File: config.mk
export PLATFORM = sky130hd
export DESIGN_NAME = alu_issue_stage
export DESIGN_NICKNAME = d
export VERILOG_FILES = /design/src/rtl/alu_issue_stage.sv
export SDC_FILE = /design/constraint.sdc
export NUM_CORES = 1
export LEC_CHECK = 0
export BUFFER_PORTS_ARGS = -buffer_cell sky130_fd_sc_hd__buf_2
export CORE_ASPECT_RATIO = 1.75
export CORE_MARGIN = 3
export CORE_UTILIZATION = 58
export CTS_BUF_LIST = sky130_fd_sc_hd__clkbuf_8
export CTS_CLUSTER_DIAMETER = 200
export CTS_CLUSTER_SIZE = 10
export DETAILED_ROUTE_END_ITERATION = 8
export PLACE_DENSITY = 0.91
export SLEW_MARGIN = 20
export SYNTH_ARGS = -nofsm -noshare
export SYNTH_HDL_FRONTEND = slang
export SYNTH_SLANG_ARGS = --single-unit
File: constraint.sdc
create_clock -name clk_i -period 5.35 [get_ports clk_i]
set_clock_uncertainty 0.15 [all_clocks]
set_input_delay 0.535 -clock clk_i [delete_from_list [all_inputs] [get_ports clk_i]]
set_output_delay 0.535 -clock clk_i [all_outputs]
set_load 0.005 [all_outputs]
File: src/rtl/alu_issue_stage.sv
// Generic decoded-op FIFO: registered storage, power-of-two depth, synchronous clear.
// Latency: a pushed entry is visible at head_dat_o the cycle after the push edge.
// Backpressure: full_o blocks push (no pass-through when full); empty_o blocks pop.
module alu_issue_fifo #(
    parameter int W     = 8,
    parameter int DEPTH = 4
) (
    input  logic         clk_i,
    input  logic         rst_ni,
    input  logic         clr_i,
    input  logic         push_i,
    input  logic [W-1:0] push_dat_i,
    input  logic         pop_i,
    output logic [W-1:0] head_dat_o,
    output logic         empty_o,
    output logic         full_o
);
    localparam int AW = (DEPTH > 1) ? $clog2(DEPTH) : 1;
    localparam int CW = AW + 1;

    logic [W-1:0]  mem_q [DEPTH];
    logic [AW-1:0] wptr_q, wptr_d;
    logic [AW-1:0] rptr_q, rptr_d;
    logic [CW-1:0] cnt_q, cnt_d;
    logic          do_push, do_pop;

    assign empty_o    = (cnt_q == '0);
    assign full_o     = (cnt_q == CW'(DEPTH));
    assign head_dat_o = mem_q[rptr_q];
    assign do_push    = push_i && !full_o && !clr_i;
    assign do_pop     = pop_i && !empty_o && !clr_i;

    always_comb begin
        wptr_d = wptr_q;
        rptr_d = rptr_q;
        cnt_d  = cnt_q;
        if (clr_i) begin
            wptr_d = '0;
            rptr_d = '0;
            cnt_d  = '0;
        end else begin
            // Power-of-two depth lets the pointers wrap by natural overflow.
            if (do_push) wptr_d = wptr_q + AW'(1);
            if (do_pop)  rptr_d = rptr_q + AW'(1);
            cnt_d = cnt_q + CW'(do_push) - CW'(do_pop);
        end
    end

    always_ff @(posedge clk_i or negedge rst_ni) begin
        if (!rst_ni) begin
            wptr_q <= '0;
            rptr_q <= '0;
            cnt_q  <= '0;
        end else begin
            wptr_q <= wptr_d;
            rptr_q <= rptr_d;
            cnt_q  <= cnt_d;
        end
    end

    always_ff @(posedge clk_i) begin
        if (do_push) mem_q[wptr_q] <= push_dat_i;
    end
endmodule

// ALU operand-read/issue stage: queues decoded ops, resolves operands, stalls on RAW vs in-flight op.
// Latency: 1 cycle from push into an empty queue to issue_vld_o; one bubble for a dependent op.
// Backpressure: dec_rdy_o drops when queue full or flushing; alu_rdy_i low freezes the issue register.
module alu_issue_stage #(
    parameter int WIDTH_ALU = 32,
    parameter int MOP_W     = 8,
    parameter int DEPTH     = 4
) (
    input  logic                 clk_i,
    input  logic                 rst_ni,
    input  logic                 flush_i,
    input  logic                 dec_vld_i,
    output logic                 dec_rdy_o,
    input  logic [MOP_W-1:0]     dec_mop_i,
    input  logic [4:0]           dec_src1_i,
    input  logic [4:0]           dec_src2_i,
    input  logic [WIDTH_ALU-1:0] dec_imm_i,
    input  logic [1:0]           dec_imm_sel_i,
    input  logic [4:0]           dec_dest_i,
    input  logic                 dec_dest_en_i,
    output logic [4:0]           rf_raddr1_o,
    output logic [4:0]           rf_raddr2_o,
    input  logic [WIDTH_ALU-1:0] rf_rdata1_i,
    input  logic [WIDTH_ALU-1:0] rf_rdata2_i,
    input  logic                 fwd_vld_i,
    input  logic [4:0]           fwd_addr_i,
    input  logic [WIDTH_ALU-1:0] fwd_dat_i,
    input  logic                 alu_rdy_i,
    output logic                 issue_vld_o,
    output logic [MOP_W-1:0]     alu_mop_o,
    output logic [WIDTH_ALU-1:0] alu_op1_o,
    output logic [WIDTH_ALU-1:0] alu_op2_o,
    output logic [4:0]           alu_dest_o
);
    typedef struct packed {
        logic [MOP_W-1:0]     mop;
        logic [4:0]           src1;
        logic [4:0]           src2;
        logic [WIDTH_ALU-1:0] imm;
        logic [1:0]           imm_sel;
        logic [4:0]           dest;
        logic                 dest_en;
    } uop_t;

    localparam int UW = $bits(uop_t);

    uop_t          dec_uop, head;
    logic [UW-1:0] head_vec;
    logic          fifo_empty, fifo_full;
    logic          push, pop;

    logic                 issue_vld_q, issue_vld_d;
    logic [MOP_W-1:0]     mop_q, mop_d;
    logic [WIDTH_ALU-1:0] op1_q, op1_d;
    logic [WIDTH_ALU-1:0] op2_q, op2_d;
    logic [4:0]           dest_q, dest_d;

    logic                 use1, use2, hazard;
    logic [WIDTH_ALU-1:0] src1_val, src2_val;

    function automatic logic [WIDTH_ALU-1:0] resolve(
        input logic [4:0]           idx,
        input logic [WIDTH_ALU-1:0] rf_dat,
        input logic                 fv,
        input logic [4:0]           fa,
        input logic [WIDTH_ALU-1:0] fd
    );
        if (idx == 5'd0)            return '0;
        else if (fv && (fa == idx)) return fd;
        else                        return rf_dat;
    endfunction

    assign dec_uop = '{mop: dec_mop_i, src1: dec_src1_i, src2: dec_src2_i, imm: dec_imm_i,
                       imm_sel: dec_imm_sel_i, dest: dec_dest_i, dest_en: dec_dest_en_i};

    assign dec_rdy_o = !fifo_full && !flush_i;
    assign push      = dec_vld_i && dec_rdy_o;

    alu_issue_fifo #(.W(UW), .DEPTH(DEPTH)) u_fifo (
        .clk_i      (clk_i),
        .rst_ni     (rst_ni),
        .clr_i      (flush_i),
        .push_i     (push),
        .push_dat_i (dec_uop),
        .pop_i      (pop),
        .head_dat_o (head_vec),
        .empty_o    (fifo_empty),
        .full_o     (fifo_full)
    );

    assign head        = uop_t'(head_vec);
    assign rf_raddr1_o = head.src1;
    assign rf_raddr2_o = head.src2;

    assign src1_val = resolve(head.src1, rf_rdata1_i, fwd_vld_i, fwd_addr_i, fwd_dat_i);
    assign src2_val = resolve(head.src2, rf_rdata2_i, fwd_vld_i, fwd_addr_i, fwd_dat_i);

    // A source swapped out for the immediate cannot create a dependency.
    assign use1   = (head.imm_sel != 2'd2);
    assign use2   = (head.imm_sel != 2'd1);
    assign hazard = issue_vld_q &&
                    ((use1 && (head.src1 != 5'd0) && (dest_q == head.src1)) ||
                     (use2 && (head.src2 != 5'd0) && (dest_q == head.src2)));

    always_comb begin
        issue_vld_d = issue_vld_q;
        mop_d       = mop_q;
        op1_d       = op1_q;
        op2_d       = op2_q;
        dest_d      = dest_q;
        pop         = 1'b0;
        if (flush_i) begin
            issue_vld_d = 1'b0;
        end else if (alu_rdy_i) begin
            if (!fifo_empty && !hazard) begin
                pop         = 1'b1;
                issue_vld_d = 1'b1;
                mop_d       = head.mop;
                op1_d       = (head.imm_sel == 2'd2) ? head.imm : src1_val;
                op2_d       = (head.imm_sel == 2'd1) ? head.imm : src2_val;
                dest_d      = head.dest_en ? head.dest : 5'd0;
            end else begin
                issue_vld_d = 1'b0;
            end
        end
    end

    always_ff @(posedge clk_i or negedge rst_ni) begin
        if (!rst_ni) begin
            issue_vld_q <= 1'b0;
            mop_q       <= '0;
            op1_q       <= '0;
            op2_q       <= '0;
            dest_q      <= '0;
        end else begin
            issue_vld_q <= issue_vld_d;
            mop_q       <= mop_d;
            op1_q       <= op1_d;
            op2_q       <= op2_d;
            dest_q      <= dest_d;
        end
    end

    assign issue_vld_o = issue_vld_q;
    assign alu_mop_o   = mop_q;
    assign alu_op1_o   = op1_q;
    assign alu_op2_o   = op2_q;
    assign alu_dest_o  = dest_q;
endmodule

; ---- Word-level counts from Yosys, hierarchy flattened
; Memories as Yosys holds them, arrays and structs flattened.
; Cells that the tools add are included.
[word_totals]
regBits = 85
ramBits = 232
mem_count = 1
[memory_table]
columns = memory, words, width, read_ports, rd_ports_with_merged_regs, wr, line_no
row1 = u_fifo.mem_q, 4, 58, 1, 0, 1, 21  ; logic [W-1:0] mem_q [DEPTH];
[classes]
addsub = 4
eq_ne = 9
n_mux = 19
bitwise_logic = 1
n_reduce_logical = 28
[ops]
columns = operator, count
row1 = 2-to-1 mux 32 bit, 6
row2 = == test 5 bit, 4
row3 = logical AND 1 bit, 14
row4 = zero test 5 bit, 2
row5 = nonzero test 5 bit, 2
row6 = 2-to-1 mux 2 bit, 4
row7 = 2-to-1 mux 1 bit, 7
row8 = nonzero test 2 bit, 3
row9 = 2-to-1 mux 5 bit, 1
row10 = "adder 2 x 1 -> 2 bit, second input constant", 2
row11 = zero test 1 bit, 4
row12 = adder 3 x 1 -> 3 bit, 1
row13 = "== test 3 bit, second input constant", 1
row14 = zero test 3 bit, 1
row15 = 2-to-1 mux 3 bit, 1
row16 = AND reduction 3 bit, 1
row17 = subtractor 3 x 1 -> 3 bit, 1
row18 = "== test 2 x 1 -> 1 bit, second input constant", 1
row19 = "== test 2 bit, second input constant", 1
row20 = "!= test 2 x 1 -> 1 bit, second input constant", 1
row21 = "!= test 2 bit, second input constant", 1
row22 = logical OR 1 bit, 1
row23 = inverter 1 bit, 1

; ---- Logic depth before layout (Yosys ltp)
; An unclocked memory read counts as a cell.
[depth]
word_depth = 15
mapped_depth = 16

; ---- By module
; From an unflattened synthesis, not the netlist that was laid out.
[unflattened]
hier_cells = 879
hier_area_um2 = 13596.8
[modules_own_cells]
columns = module, instances, cells_each, area_each_um2
row1 = alu_issue_fifo, 1, 351, 8907.3
row2 = alu_issue_stage, 1, 528, 4689.5

; ---- Worst setup path before layout
; No wires, ideal clock.
[synth_path]
path_kind = register to register
start = reg u_fifo.rptr_q[0]
end = reg u_fifo.cnt_q[2]
arrival_time_ns = 3.621
required_time_ns = 5.069
path_slack_ns = 1.448
stages_incl_launch_ff = 17
n_path_buf = 3
period_less_slack_ns = 3.902
path_cell_list = dfrtp_1 -> buf_2 -> buf_2 -> mux4_2 -> nor3_1 -> nand2_1 -> nor4b_2 -> a211oi_2 -> buf_4 -> ha_1 -> inv_1 -> ha_1 -> inv_1 -> fa_1 -> xor2_1 -> xnor2_1 -> nor2_1
[synth_lines]
columns = item, line_no
row1 = from (decl), 23  ; logic [AW-1:0] rptr_q, rptr_d;
row2 = from (signal assigned), 56  ; rptr_q <= rptr_d;
row3 = to (signal assigned), 57  ; cnt_q <= cnt_d;
row4 = to (decl), 24  ; logic [CW-1:0] cnt_q, cnt_d;

; ---- Final worst setup path
[layout_path]
start = reg u_fifo.rptr_q[0]
end = reg u_fifo.cnt_q[2]
[layout_via]
elab_chain_cells = 15
word_cells_on_any_way = 22
classes_between = add/sub: 1 / eq/ne: 4 / mux: 4 / reduce/logical: 12 / memory: 1
[layout_lines]
columns = item, line_no
row1 = memory read (4 x 58 bit) *, n/a
row2 = "nonzero test 5 bit, or another cell as far along", 167  ; ((use1 && (head.src1 != 5'd0) && (dest_q == head.src1)) ||
row3 = logical AND 1 bit (on tied branches) (2 in series), "167, 168"
row4 = logical OR 1 bit *, 167
row5 = logical AND 1 bit *, 166  ; assign hazard = issue_vld_q &&
row6 = zero test 1 bit *, 180  ; if (!fifo_empty && !hazard) begin
row7 = logical AND 1 bit *, 180
row8 = 2-to-1 mux 1 bit *, 180
row9 = 2-to-1 mux 1 bit *, 179  ; end else if (alu_rdy_i) begin
row10 = 2-to-1 mux 1 bit *, 177  ; if (flush_i) begin
row11 = logical AND 1 bit * (2 in series), 31  ; assign do_pop = pop_i && !empty_o && !clr_i;
row12 = subtractor 3 x 1 -> 3 bit *, 45  ; cnt_d = cnt_q + CW'(do_push) - CW'(do_pop);
row13 = 2-to-1 mux 3 bit *, 37  ; if (clr_i) begin
row14 = via u_fifo.cnt_d[2], 24
; The timed path passes the listed nets; every way through them passes the cells marked *.
; A chain may end at the register's enable or synchronous reset.

==> run metrics <==
async set-or-reset flop fraction in the synthesized netlist=0.268; crit path time final=4320 ps; data required time of the worst path=5630 ps; Die ar.=26000 sq um; placed cells=1379; status=complete, no violations; most frequent cell after synthesis=edfxtp_1; Initial DRC Count=824; Lkg Pwr=6.02 nW; WS Path Type=register to register; Mapped Cells=895; final instance area=16000 sq um; vias in the first global route=9446; largest net degree at the start of global routing=80; post-route insts no fill=1453; max_cap viols=0; Mean Syn Cell Area=15.6 sq um; type of origin of the critical path=register; final setup fails=0; grt ovf=0; layout cells sized above 1=0.366; endpoint type of the worst setup path=register; DR WL/cell=23.6 um; crit path DAT=4600 ps; Syn. warnings=0; sequential fraction of the synthesis area=0.652; CTS tree=yes; cts hold-fix bufs=1; post-CTS setup buffer count=0; core area=23500 sq um; largest cells by area after synthesis=edfxtp_1 (50%), dfrtp_1 (15%), mux4_2 (9.4%), o2111ai_1 (4.0%), o211ai_1 (3.5%); Synth Flop Type=edfxtp_1; Die Span Y=211 um; Nets=1288; I/O pin count=254; filler instances=1531; Yosys reg bits=317; detailed placement HPWL=23.1 mm; Period Utilization, post-route=0.808; # port buffers=253; DR vias=9203; global-route wire length before repair=52.6 mm; CTS root buffer=clkbuf_8; Hold WC Path Type=input pin to register; Post-synth EDFFs=232; total power=0.00700 W; setup TNS=0 ps; Final Hold Viols=0; clock sinks=317; Layout area overhead=15.1%; vias per cell=6.33; Post-synth top cells=edfxtp_1 (232), dfrtp_1 (85), nand2_1 (75); initial antenna violation count=9; Slew headroom=0.323; maximum fanout along the worst path=65; Worst-Skew Late Latency=540 ps; cell taking the most area after synthesis=edfxtp_1; Max Root-Sink Buffers=3; H-Tree Depth=2; DR pass1 iterations=8; cell area after synthesis=13900 sq um; Starting Density=0.593; Netlist cell types=36; GRT Resource Usage Total=0.265; maximum clock frequency=0.231 GHz; Net Count, Synth=1067; top cell type's share of synthesized area=0.500; Worst-Margin Slew=1020 ps; die width=123 um; Max VDD drop=0.000233 V; GPL Wtd Cong=0.907; antenna-violating nets left=0; Placement Rows=74; number of buffers created by CTS=37; Post-CTS Resized=0; clock-pin slew on the worst setup and hold paths=80 ps; DRC Markers=0; placed inst area=15300 sq um; PD cells=437 nW/um^2; final WL=34.3 mm; RSZ-0062 raised after global routing=false; Final Slew Violations=0
==> sequential cells by signal (all words and copies together) (netlist names) <==
register,flops
u_fifo.rptr_q,2
u_fifo.wptr_q,2
u_fifo.mem_q,232
alu_op1_o,32
issue_vld_o,1
alu_dest_o,5
u_fifo.cnt_q,3
alu_op2_o,32
alu_mop_o,8
==> where the power goes <==
part	internal (W)	switching, W
Combinational	0.00103	0.00112
Clock	0.000676	0.000828
Sequential	0.00306	0.000288
==> layer usage <==
layer | GRT usage | wire, um
met1 | 0.324 | 12200
met2 | 0.449 | 17900
met3 | 0.0453 | 2480
met4 | 0.140 | 1790
met5 | 0 | 42
==> logic make-up (layout without fill, tap and decap cells) <==
group,count (synthesis),in the layout,synth area share
AND/OR/NAND/NOR,175,175,0.0585
buffers and inverters,102,351,0.0331
adder cells (fa/ha/maj),7,7,0.00682
AO/OA/AOI/OAI,134,134,0.0779
multiplexers,138,138,0.158
XOR/XNOR,22,22,0.0138
flip-flops,317,317,0.652
other,0,5,0
==> critical path, cell delays in order, from the launching register on <==
cell      delay [ps]
dfrtp_4          850
mux4_2           660
nor3_1           250
nand2_2           70
buf_4            320
nor4b_2          300
a211oi_4         280
ha_1             270
inv_1             60
ha_1             130
inv_1             50
fa_1             410
xor2_1           160
xnor2_1          160
nor2_1            60
==> layout make-up <==
cell class                      count  area [sq um]  share of cell area
Clock inverter                     28           110             0.00686
Clock buffer                       39           537              0.0335
Sequential cell                   317          9100               0.567
Antenna cell                        5          12.5            0.000780
Tap cell                          304           380              0.0237
Inverter                           12          45.0             0.00281
Timing Repair Buffer              272          1430              0.0894
Multi-Input combinational cell    476          4430               0.276
==> final timing paths <==
kind	start	slack, ps	cells past startpoint	to
max in group asynchronous	rst_ni	3520	3	u_fifo.rptr_q[0]$_DFFE_PN0P_
max reg2reg	u_fifo.rptr_q[0]$_DFFE_PN0P_	1030	14	u_fifo.cnt_q[2]$_DFF_PN0_
min	dec_imm_i[13]	60	1	u_fifo.mem_q[1][21]$_DFFE_PP_
max	u_fifo.rptr_q[0]$_DFFE_PN0P_	1030	14	u_fifo.cnt_q[2]$_DFF_PN0_
min in group asynchronous	rst_ni	410	2	alu_op1_o[7]$_DFFE_PN0P_
min reg2reg	alu_mop_o[3]$_DFFE_PN0P_	340	1	alu_mop_o[3]$_DFFE_PN0P_
==> cells in the final DEF (no fill, tap or decap), types with 2 or more instances in the layout <==
cell       count
or2_2          4
nor4_1         2
or4_1          2
nand2b_1       2
buf_2        252
o2111ai_1     64
mux2i_1        7
and3_2         2
edfxtp_1     232
nand2b_2       2
clkbuf_8      39
inv_1         38
mux2_1        41
buf_4         18
dfrtp_1       83
nand3_1       65
nand2_1       74
mux2_2        32
nand4_1        3
nor3_1         2
mux4_2        58
ha_1           6
o211ai_1      65
and3_4         2
diode_2        5
xnor2_1       21
nor2_1         8
==> metrics by stage <==
stage                     hold slack, ps   util  worst slack, ps
after floorplan                     89.4      -             1450
after global placement               314  0.652             1030
after detailed placement             324  0.652              923
after CTS                           15.1  0.680              928
after global routing                25.0  0.682              808
final                               56.3  0.682             1030
Note: power is estimated with default switching activity, not from simulation.
